[src/rtl/mips_selftest.sv]
// Self-test sequencer: resets and runs a MIPS core, then scans data memory against a table of expected words.
// Latency: RESET_CYCLES + RUN_CYCLES + (2 per enabled entry, 1 per disabled entry) cycles from start to done.
module mips_selftest #(
    parameter int DATA_W       = 32,
    parameter int ADDR_W       = 8,
    parameter int NUM_CHECKS   = 4,
    parameter int RESET_CYCLES = 2,
    parameter int RUN_CYCLES   = 200,
    localparam int IDX_W = (NUM_CHECKS > 1) ? $clog2(NUM_CHECKS) : 1,
    localparam int FC_W  = $clog2(NUM_CHECKS + 1)
) (
    input  logic              clk,
    input  logic              reset,
    input  logic              start,
    input  logic              exp_we,
    input  logic [IDX_W-1:0]  exp_idx,
    input  logic [ADDR_W-1:0] exp_addr,
    input  logic [DATA_W-1:0] exp_data,
    output logic              core_reset,
    output logic              dbg_rd_en,
    output logic [ADDR_W-1:0] dbg_addr,
    input  logic [DATA_W-1:0] dbg_rd_data,
    output logic              busy,
    output logic              done,
    output logic              pass,
    output logic [FC_W-1:0]   fail_count,
    output logic [IDX_W-1:0]  first_fail_idx,
    output logic [DATA_W-1:0] first_fail_data
);

    localparam int MAX_CYC = (RESET_CYCLES > RUN_CYCLES) ? RESET_CYCLES : RUN_CYCLES;
    localparam int CNT_W   = (MAX_CYC > 1) ? $clog2(MAX_CYC) : 1;

    typedef enum logic [2:0] {IDLE, RST_CORE, RUN, READ, CMP, DONE} state_t;

    state_t              state_q;
    logic [CNT_W-1:0]    cnt_q;
    logic [IDX_W-1:0]    ptr_q;
    logic [NUM_CHECKS-1:0] en_q;
    logic [ADDR_W-1:0]   addr_tab_q [NUM_CHECKS];
    logic [DATA_W-1:0]   data_tab_q [NUM_CHECKS];

    logic                core_reset_q;
    logic                dbg_rd_en_q;
    logic [ADDR_W-1:0]   dbg_addr_q;
    logic                busy_q;
    logic                done_q;
    logic                pass_q;
    logic [FC_W-1:0]     fail_count_q;
    logic [IDX_W-1:0]    first_fail_idx_q;
    logic [DATA_W-1:0]   first_fail_data_q;

    logic                tab_wr;
    logic                last_entry;
    logic [IDX_W-1:0]    ptr_d;
    logic                nxt_en;
    logic [ADDR_W-1:0]   nxt_addr;
    logic                mismatch;
    logic [FC_W-1:0]     fail_count_d;

    // Table is only writable while no test is in flight.
    assign tab_wr = exp_we && (state_q == IDLE || state_q == DONE)
                    && (int'(exp_idx) < NUM_CHECKS);

    assign last_entry   = (int'(ptr_q) == NUM_CHECKS - 1);
    assign ptr_d        = ptr_q + 1'b1;
    assign nxt_en       = en_q[ptr_d];
    assign nxt_addr     = nxt_en ? addr_tab_q[ptr_d] : '0;
    assign mismatch     = (dbg_rd_data != data_tab_q[ptr_q]);
    assign fail_count_d = mismatch ? fail_count_q + 1'b1 : fail_count_q;

    always_ff @(posedge clk) begin
        if (tab_wr) begin
            addr_tab_q[exp_idx] <= exp_addr;
            data_tab_q[exp_idx] <= exp_data;
        end
    end

    always_ff @(posedge clk) begin
        if (reset) begin
            state_q           <= IDLE;
            cnt_q             <= '0;
            ptr_q             <= '0;
            en_q              <= '0;
            core_reset_q      <= 1'b1;
            dbg_rd_en_q       <= 1'b0;
            dbg_addr_q        <= '0;
            busy_q            <= 1'b0;
            done_q            <= 1'b0;
            pass_q            <= 1'b0;
            fail_count_q      <= '0;
            first_fail_idx_q  <= '0;
            first_fail_data_q <= '0;
        end else begin
            if (tab_wr) begin
                en_q[exp_idx] <= 1'b1;
            end
            case (state_q)
                IDLE, DONE: begin
                    if (start) begin
                        state_q           <= RST_CORE;
                        cnt_q             <= CNT_W'(RESET_CYCLES - 1);
                        core_reset_q      <= 1'b1;
                        busy_q            <= 1'b1;
                        done_q            <= 1'b0;
                        pass_q            <= 1'b0;
                        fail_count_q      <= '0;
                        first_fail_idx_q  <= '0;
                        first_fail_data_q <= '0;
                    end
                end
                RST_CORE: begin
                    if (cnt_q == '0) begin
                        state_q      <= RUN;
                        cnt_q        <= CNT_W'(RUN_CYCLES - 1);
                        core_reset_q <= 1'b0;
                    end else begin
                        cnt_q <= cnt_q - 1'b1;
                    end
                end
                RUN: begin
                    if (cnt_q == '0) begin
                        // Read strobe is registered, so it is set up on entry to READ.
                        state_q     <= READ;
                        ptr_q       <= '0;
                        dbg_rd_en_q <= en_q[0];
                        dbg_addr_q  <= en_q[0] ? addr_tab_q[0] : '0;
                    end else begin
                        cnt_q <= cnt_q - 1'b1;
                    end
                end
                READ: begin
                    dbg_rd_en_q <= 1'b0;
                    dbg_addr_q  <= '0;
                    if (en_q[ptr_q]) begin
                        state_q <= CMP;
                    end else if (last_entry) begin
                        state_q <= DONE;
                        busy_q  <= 1'b0;
                        done_q  <= 1'b1;
                        pass_q  <= (fail_count_q == '0);
                    end else begin
                        ptr_q       <= ptr_d;
                        dbg_rd_en_q <= nxt_en;
                        dbg_addr_q  <= nxt_addr;
                    end
                end
                CMP: begin
                    fail_count_q <= fail_count_d;
                    if (mismatch && fail_count_q == '0) begin
                        first_fail_idx_q  <= ptr_q;
                        first_fail_data_q <= dbg_rd_data;
                    end
                    if (last_entry) begin
                        state_q <= DONE;
                        busy_q  <= 1'b0;
                        done_q  <= 1'b1;
                        pass_q  <= (fail_count_d == '0);
                    end else begin
                        state_q     <= READ;
                        ptr_q       <= ptr_d;
                        dbg_rd_en_q <= nxt_en;
                        dbg_addr_q  <= nxt_addr;
                    end
                end
                default: begin
                    state_q <= IDLE;
                end
            endcase
        end
    end

    assign core_reset      = core_reset_q;
    assign dbg_rd_en       = dbg_rd_en_q;
    assign dbg_addr        = dbg_addr_q;
    assign busy            = busy_q;
    assign done            = done_q;
    assign pass            = pass_q;
    assign fail_count      = fail_count_q;
    assign first_fail_idx  = first_fail_idx_q;
    assign first_fail_data = first_fail_data_q;

endmodule

[config.mk]
export PLATFORM = sky130hd
export DESIGN_NAME = mips_selftest
export DESIGN_NICKNAME = d
export VERILOG_FILES = /design/src/rtl/mips_selftest.sv
export SDC_FILE = /design/constraint.sdc
export NUM_CORES = 1
export LEC_CHECK = 0
export CORE_ASPECT_RATIO = 1.75
export CORE_MARGIN = 5
export CORE_UTILIZATION = 55
export CTS_CLUSTER_DIAMETER = 200
export DETAILED_ROUTE_END_ITERATION = 6
export GPL_ROUTABILITY_DRIVEN = 0
export HOLD_SLACK_MARGIN = 0.06
export PLACE_DENSITY = 0.8
export SETUP_SLACK_MARGIN = 0.1
export SLEW_MARGIN = 20
export SYNTH_ARGS = -nofsm -noshare
export SYNTH_HDL_FRONTEND = slang
export SYNTH_SLANG_ARGS = --single-unit
[constraint.sdc]
create_clock -name clk -period 7.9 [get_ports clk]
set_input_delay 0.79 -clock clk [delete_from_list [all_inputs] [get_ports clk]]
set_output_delay 0.79 -clock clk [all_outputs]
set_load 0.005 [all_outputs]
==> impl_metrics.csv, run 1 <==
group,metric,value,unit
timing,timing.setup.tns,0,ps
die,rows,64,
min_path,hold_class,"flop to flop",
grt,track_usage,22.12,%
flow_run,maxCapViolCount,0,
die,io_pins,128,
yosys,synth_nets,748,
drt,drt_iter0_drc,432,
timing,fin_crit,3648,ps
timing,hold_viol,0,
grt,grt_most_used_layer,"met2",
worst_setup_path,slowest_delay,650,ps
worst_setup_path,crit_slowest_cell,"mux4_2",
clock_tree,cts_tree,"yes",
placed_design,detailedPlace.worstSlack,4214,ps
worst_setup_path,path_class,"flop to flop",
worst_setup_path,start_kind,"flop",
timing,grt_setup_unrepaired,"no",
yosys,ys_ff_latch,229,
power_and_ir_drop,leakage,3.790,nW
yosys,async_flop_share,0,%
power_and_ir_drop,powerDensity,251.1,nW/um^2
final_layout,nFillCells,1183,
timing,fin_skew,14.55,ps
clock_tree,hold_buffers,0,
clock_tree,postCtsSetupBuffers,0,
clock_tree,htreeDepth,1,
outcome,status,"completed",
timing,drv_slew,0,
drt,routed_wl,22090,microns
worst_setup_path,required,8320,ps
timing,period_share,46.18,%
clock_tree,worstSkewPairLatency,500,ps
grt,grtUsageMet2,41.37,%
drt,via_per_inst,5.751,
drt,drcViolationCount,0,
drt,dr.pass1.iters,5,
grt,antenna_found_initial,2,
clock_tree,cts_resized,0,
clock_tree,path_clk_slew,70,ps
worst_setup_path,path_cells,"buf_4 > mux4_2 > xnor2_1 > nand4_1 > nor4_4 > a21oi_4 > buf_4 > mux2_2 > nor2_1",
final_layout,mostFrequentLayoutCells,"edfxtp_1 (160), clkdlybuf4s50_1 (126), nand2_1 (88)",
final_layout,drive_gt1_share,19.85,%
final_layout,finalNetCount,871,
drt,num_vias,5952,
final_layout,layout.cells.non_filler,1035,
clock_tree,numClockSinks,229,
grt,grt_pass1_vias,6394,
placed_design,dp.cells,996,
clock_tree,cts_buffers,20,
yosys,synth_cells,664,
drt,wl_per_cell,21.34,microns
timing,setup_slack,4252,ps
drt,ant_nets,0,
die,die-width,110.3,microns
power_and_ir_drop,clkPwrFrac,32.9,%
grt,grt_use_met1,23.98,%
power_and_ir_drop,pwr-share-comb,17.9,%
power_and_ir_drop,swShare,26.11,%
placed_design,portBuffers,127,
final_layout,final_common_cell,"edfxtp_1",
power_and_ir_drop,p_int,2.193,mW
placed_design,place_hpwl,14700,microns
final_layout,fin_util,68.01,%
clock_tree,cts-root-buf,"clkbuf_16",
grt,grt_max_degree,66,
power_and_ir_drop,p_sw,775.1,uW
die,die_area,20450,sq um
timing,setup_viol,0,
power_and_ir_drop,vdd_drop_max,0.0002249,V
yosys,ys_warn_count,0,
yosys,seq_area_frac_synth,63.94,%
die,fp.dieH,185.4,microns
worst_setup_path,cp.arrival,4070,ps
power_and_ir_drop,pwr-share-seq,49.2,%
yosys,avgSynthCellArea,14.57,sq um
grt,overflow,0,
timing,worst_slew_pin_slew,1131,ps
timing,timing.fmax,274.1,MHz
clock_tree,cts_buffer_depth,3,
yosys,ys.flop_type,"edfxtp_1",
yosys,syn_area,9674,sq um
worst_setup_path,crit_fanout,32,
power_and_ir_drop,power,2.968,mW
grt,met3_usage,2.721,%
worst_setup_path,crit_top_cell,"buf_4",
grt,grt_pass1_wl,33890,microns
timing,slew-limit-headroom,24.39,%
worst_setup_path,cp-end-kind,"flop",
die,core,17380,sq um
yosys,synth_edf_count,160,
yosys,synth_cell_types,48,
die,start_util,55.67,%
final_layout,syn_to_final_growth,22.15,%
## registers in the layout (all words and copies together), names as in the netlist, named ones only
register         count
data_tab_q         128
en_q                 4
done                 1
state_q              3
cnt_q                8
fail_count           3
busy                 1
dbg_addr             8
core_reset           1
addr_tab_q          32
dbg_rd_en            1
first_fail_data     32
pass                 1
ptr_q                2
first_fail_idx       2
## per-layer routing
metal	vias to the layer above	routed length, microns	share of wire (%)
li1	2708	-	-
met1	3003	7614	34
met2	190	12580	57
met3	51	987	4.5
met4	0	906	4.1
met5	-	0	0
## critical path: cells and delay by family (launching register included)
kind                      cells  cell delay [ps]
AOI/OAI and AO/OA             1              610
xor gates and xnor gates      1              150
buffers and inverters         2             1020
DFF                           1              320
muxes                         2             1030
and+or+nand+nor               3              410
## cell usage after synthesis, types with 5 or more instances
cell	number	share of area, %
nor3_1	8	0.41
inv_1	9	0.35
mux2_4	30	4.7
nand2_1	88	3.4
nor2_1	47	1.8
nor2_2	30	1.9
clkbuf_1	23	0.89
nand4_1	9	0.58
buf_6	6	0.70
nand2b_1	7	0.45
ha_1	6	0.78
edfxtp_1	160	50
o21ai_0	6	0.31
a211oi_1	12	0.93
a21oi_1	14	0.72
mux4_2	42	9.8
a22oi_1	8	0.62
buf_1	5	0.19
xnor2_1	35	3.2
dfxtp_1	69	14
## power groups by stage
| stage | registers (mW) | logic, mW | clock network (mW) |
|---|---|---|---|
| CTS | 1.46 | 0.534 | 0.993 |
| finish | 1.46 | 0.531 | 0.976 |
| floorplan | 1.47 | 0.343 | 0 |
| global route | 1.47 | 0.578 | 1.04 |
| detailed placement | 1.49 | 0.530 | 0 |
| global placement | 1.48 | 0.511 | 0 |
## cells by family (layout without fill, tap and decap cells)
family | count (synthesis) | in the layout | synth area share, %
simple gates | 209 | 209 | 10.28
flops | 229 | 229 | 63.94
mux | 77 | 77 | 15.00
compound gates | 60 | 60 | 4.255
buf+inv | 44 | 181 | 2.212
other cells | 0 | 3 | 0
fa+ha+maj | 6 | 6 | 0.7760
xor+xnor | 39 | 39 | 3.531
## final timing paths
kind              cells past startpoint  from                   to  slack (ps)
hold reg to reg                       2  done                 done         460
setup reg to reg                      9  flop  first_fail_data[25]        4250
hold / removal                        2  done                 done         460
setup / recovery                      9  flop  first_fail_data[25]        4250
## stage by stage
stage                     instance area (sq um)  hold WS, ps
after floorplan                            9674        440.9
after global placement                    11150        448.9
after detailed placement                  11150        446.4
after CTS                                 11810        458.1
after global routing                      11820        492.5
final                                     11820        456.6
## layout make-up
| cell class | instances | area [sq um] | area share (%) |
|---|---|---|---|
| antenna | 3 | 7.507 | 0.06353 |
| clock buffer | 24 | 535.5 | 4.531 |
| clock inverter | 12 | 123.9 | 1.048 |
| inverter | 9 | 33.78 | 0.2859 |
| multi-input combinational | 391 | 3307 | 27.98 |
| sequential | 229 | 6187 | 52.36 |
| tap | 231 | 289.0 | 2.446 |
| timing repair buffer | 136 | 1334 | 11.29 |
No activity file was read; power rests on OpenSTA's default activity.
==> run 2: changes to the inputs <==
--- a/config.mk
+++ b/config.mk
@@ -7,12 +7,12 @@
 export LEC_CHECK = 0
 export CORE_ASPECT_RATIO = 1.75
 export CORE_MARGIN = 5
-export CORE_UTILIZATION = 55
+export CORE_UTILIZATION = 50
 export CTS_CLUSTER_DIAMETER = 200
 export DETAILED_ROUTE_END_ITERATION = 6
 export GPL_ROUTABILITY_DRIVEN = 0
 export HOLD_SLACK_MARGIN = 0.06
-export PLACE_DENSITY = 0.8
+export PLACE_DENSITY = 0.76
 export SETUP_SLACK_MARGIN = 0.1
 export SLEW_MARGIN = 20
 export SYNTH_ARGS = -nofsm -noshare
==> constraint.sdc (replaced) <==
create_clock -name clk -period 3 [get_ports clk]
set_input_delay 0.3 -clock clk [delete_from_list [all_inputs] [get_ports clk]]
set_output_delay 0.3 -clock clk [all_outputs]
set_load 0.005 [all_outputs]
==> run 2 against run 1 <==
Effect of this change:
- utilization down 4.5 points
- hold slack worse by 150 ps
- via count down 0.10%
- non-clock buffer count up 14
- cell area up 2.7%
- routed wire length about the same
- cell count up 2.2%
- combinational power rose to 2.7 times the previous value
- sequential share of layout area down 1.4 points
- die area up 9.3%
==> impl_metrics.csv, run 2 (same netlist as run 1, synthesis figures left out) <==
group,metric,value,unit
die,core,19110,sq um
die,die-width,115.2,microns
drt,drt_iter0_drc,420,
timing,hold_viol,0,
worst_setup_path,crit_fanout,15,
final_layout,fin_area,12140,sq um
placed_design,portBuffers,127,
timing,slew-limit-headroom,59.26,%
worst_setup_path,crit_top_cell,"buf_12",
grt,track_usage,19.74,%
worst_setup_path,cp_num_cells,9,
worst_setup_path,crit_slowest_cell,"mux4_2",
timing,fin_crit,2719,ps
die,die_area,22340,sq um
clock_tree,hold_buffers,0,
clock_tree,htreeDepth,1,
flow_run,maxCapViolCount,0,
timing,fin_skew,10.01,ps
worst_setup_path,path_delay_family,"multiplexers",
grt,overflow,0,
final_layout,syn_to_final_growth,25.49,%
worst_setup_path,required,3420,ps
clock_tree,cts_buffer_depth,3,
drt,routed_wl,22090,microns
worst_setup_path,critical_path_buf_inv_count,2,
final_layout,top_register,"data_tab_q",
timing,grt_setup_unrepaired,"no",
clock_tree,cts-root-buf,"clkbuf_16",
grt,grt_pass1_vias,6484,
drt,drcViolationCount,0,
die,io_pins,128,
worst_setup_path,path_class,"flop to flop",
timing,worst_slew_pin_slew,610.2,ps
clock_tree,cts_buffers,21,
timing,setup_viol,0,
final_layout,finalNetCount,886,
grt,grt_max_degree,42,
timing,timing.fmax,367.7,MHz
clock_tree,cts_tree,"yes",
drt,ant_nets,0,
worst_setup_path,start_kind,"flop",
final_layout,drive_gt1_share,21.45,%
drt,dr.pass1.iters,5,
worst_setup_path,path_cells,"buf_12 > mux4_2 > xnor2_1 > nand4_1 > nor4_4 > a21oi_4 > buf_12 > mux2_4 > nor2_2",
worst_setup_path,slowest_delay,530,ps
worst_setup_path,cp.arrival,3140,ps
drt,num_vias,5946,
power_and_ir_drop,vdd_drop_max,0.0004766,V
final_layout,mostFrequentLayoutCells,"edfxtp_1 (160), clkdlybuf4s50_1 (126), nand2_1 (88)",
final_layout,final_common_cell,"edfxtp_1",
power_and_ir_drop,leakage,3.938,nW
placed_design,place_area,11350,sq um
die,fp.dieH,194.0,microns
die,rows,67,
final_layout,nFillCells,1391,
grt,antenna_found_initial,1,
timing,drv_slew,0,
worst_setup_path,worst_r2r_path_depth,9,
clock_tree,numClockSinks,229,
outcome,status,"completed",
drt,wl_per_cell,20.87,microns
power_and_ir_drop,powerDensity,664.9,nW/um^2
timing,timing.setup.tns,0,ps
placed_design,place_hpwl,14990,microns
drt,via_per_inst,5.620,
worst_setup_path,cp-end-kind,"flop",
die,start_util,50.62,%
clock_tree,worstSkewPairLatency,490,ps
clock_tree,path_clk_slew,70,ps
final_layout,largest_reg_flops,128,
grt,grt_pass1_wl,34470,microns
min_path,hold_class,"primary input to flop",
min_path,min_path_cells,2,
timing,period_share,90.64,%
[run 2: per-layer routing]
metal  part of all wire, %  GRT usage [%]  vias to the layer above
li1                      -              -                     2728
met1                    36          21.93                     2935
met2                    55          36.06                      223
met3                   5.2          2.811                       60
met4                   4.2          9.487                        0
met5                     0              0                        -
[run 2: area by class of cell]
| class | instances | area (sq um) | share of cell area (%) |
|---|---|---|---|
| flip-flops and latches | 229 | 6190 | 50.98 |
| multi-input cells | 391 | 3324 | 27.38 |
| repair buffers | 150 | 1564 | 12.88 |
| clock buffers | 23 | 543.0 | 4.473 |
| well taps | 241 | 301.5 | 2.484 |
| clock inverters | 14 | 181.4 | 1.494 |
| inverters | 9 | 33.78 | 0.2783 |
| diodes | 1 | 2.502 | 0.02061 |
[run 2: worst register-to-register path, cell delays in order, from the launching register on]
cell,delay [ps]
dfxtp_4,400
buf_12,180
mux4_2,540
xnor2_1,160
nand4_1,220
nor4_4,430
a21oi_4,150
buf_12,190
mux2_4,310
nor2_2,80
[run 2: final timing paths]
kind	from	slack, ps	end
min reg2reg	cnt_q[1]	480	cnt_q[1]
max reg2reg	flop	280	first_fail_data[10]
min	reset	300	first_fail_data[21]
max	flop	280	first_fail_data[10]
[run 2: metrics by stage]
step / hold slack, ps / utilization, % / setup slack, ps / total power [mW] / instances
CTS: 275.8 / 63.16 / 179.3 / 8.124 / 1052
global route: 323.2 / 63.52 / 132.4 / 8.428 / 1058
global placement: 449.3 / 59.37 / 246.8 / 5.271 / 1015
finish: 301.7 / 63.52 / 280.7 / 8.072 / 1058
detailed placement: 453.6 / 59.37 / 203.2 / 5.342 / 1015
floorplan: 398.9 / - / -104.5 / 4.763 / 664
[run 2: where the power goes]
group / switching, mW / internal, mW / total (mW)
logic: 0.795 / 0.657 / 1.45
registers: 0.152 / 3.69 / 3.85
clock network: 1.11 / 1.66 / 2.77
total: 2.06 / 6.01 / 8.07
[run 2: what timing repair did]
item                                    in CTS  in global routing
endpoints found under the setup margin       0                 30
buffers inserted                             0                  4
resized for setup                            0                  3
endpoints found under the hold margin        0                  0
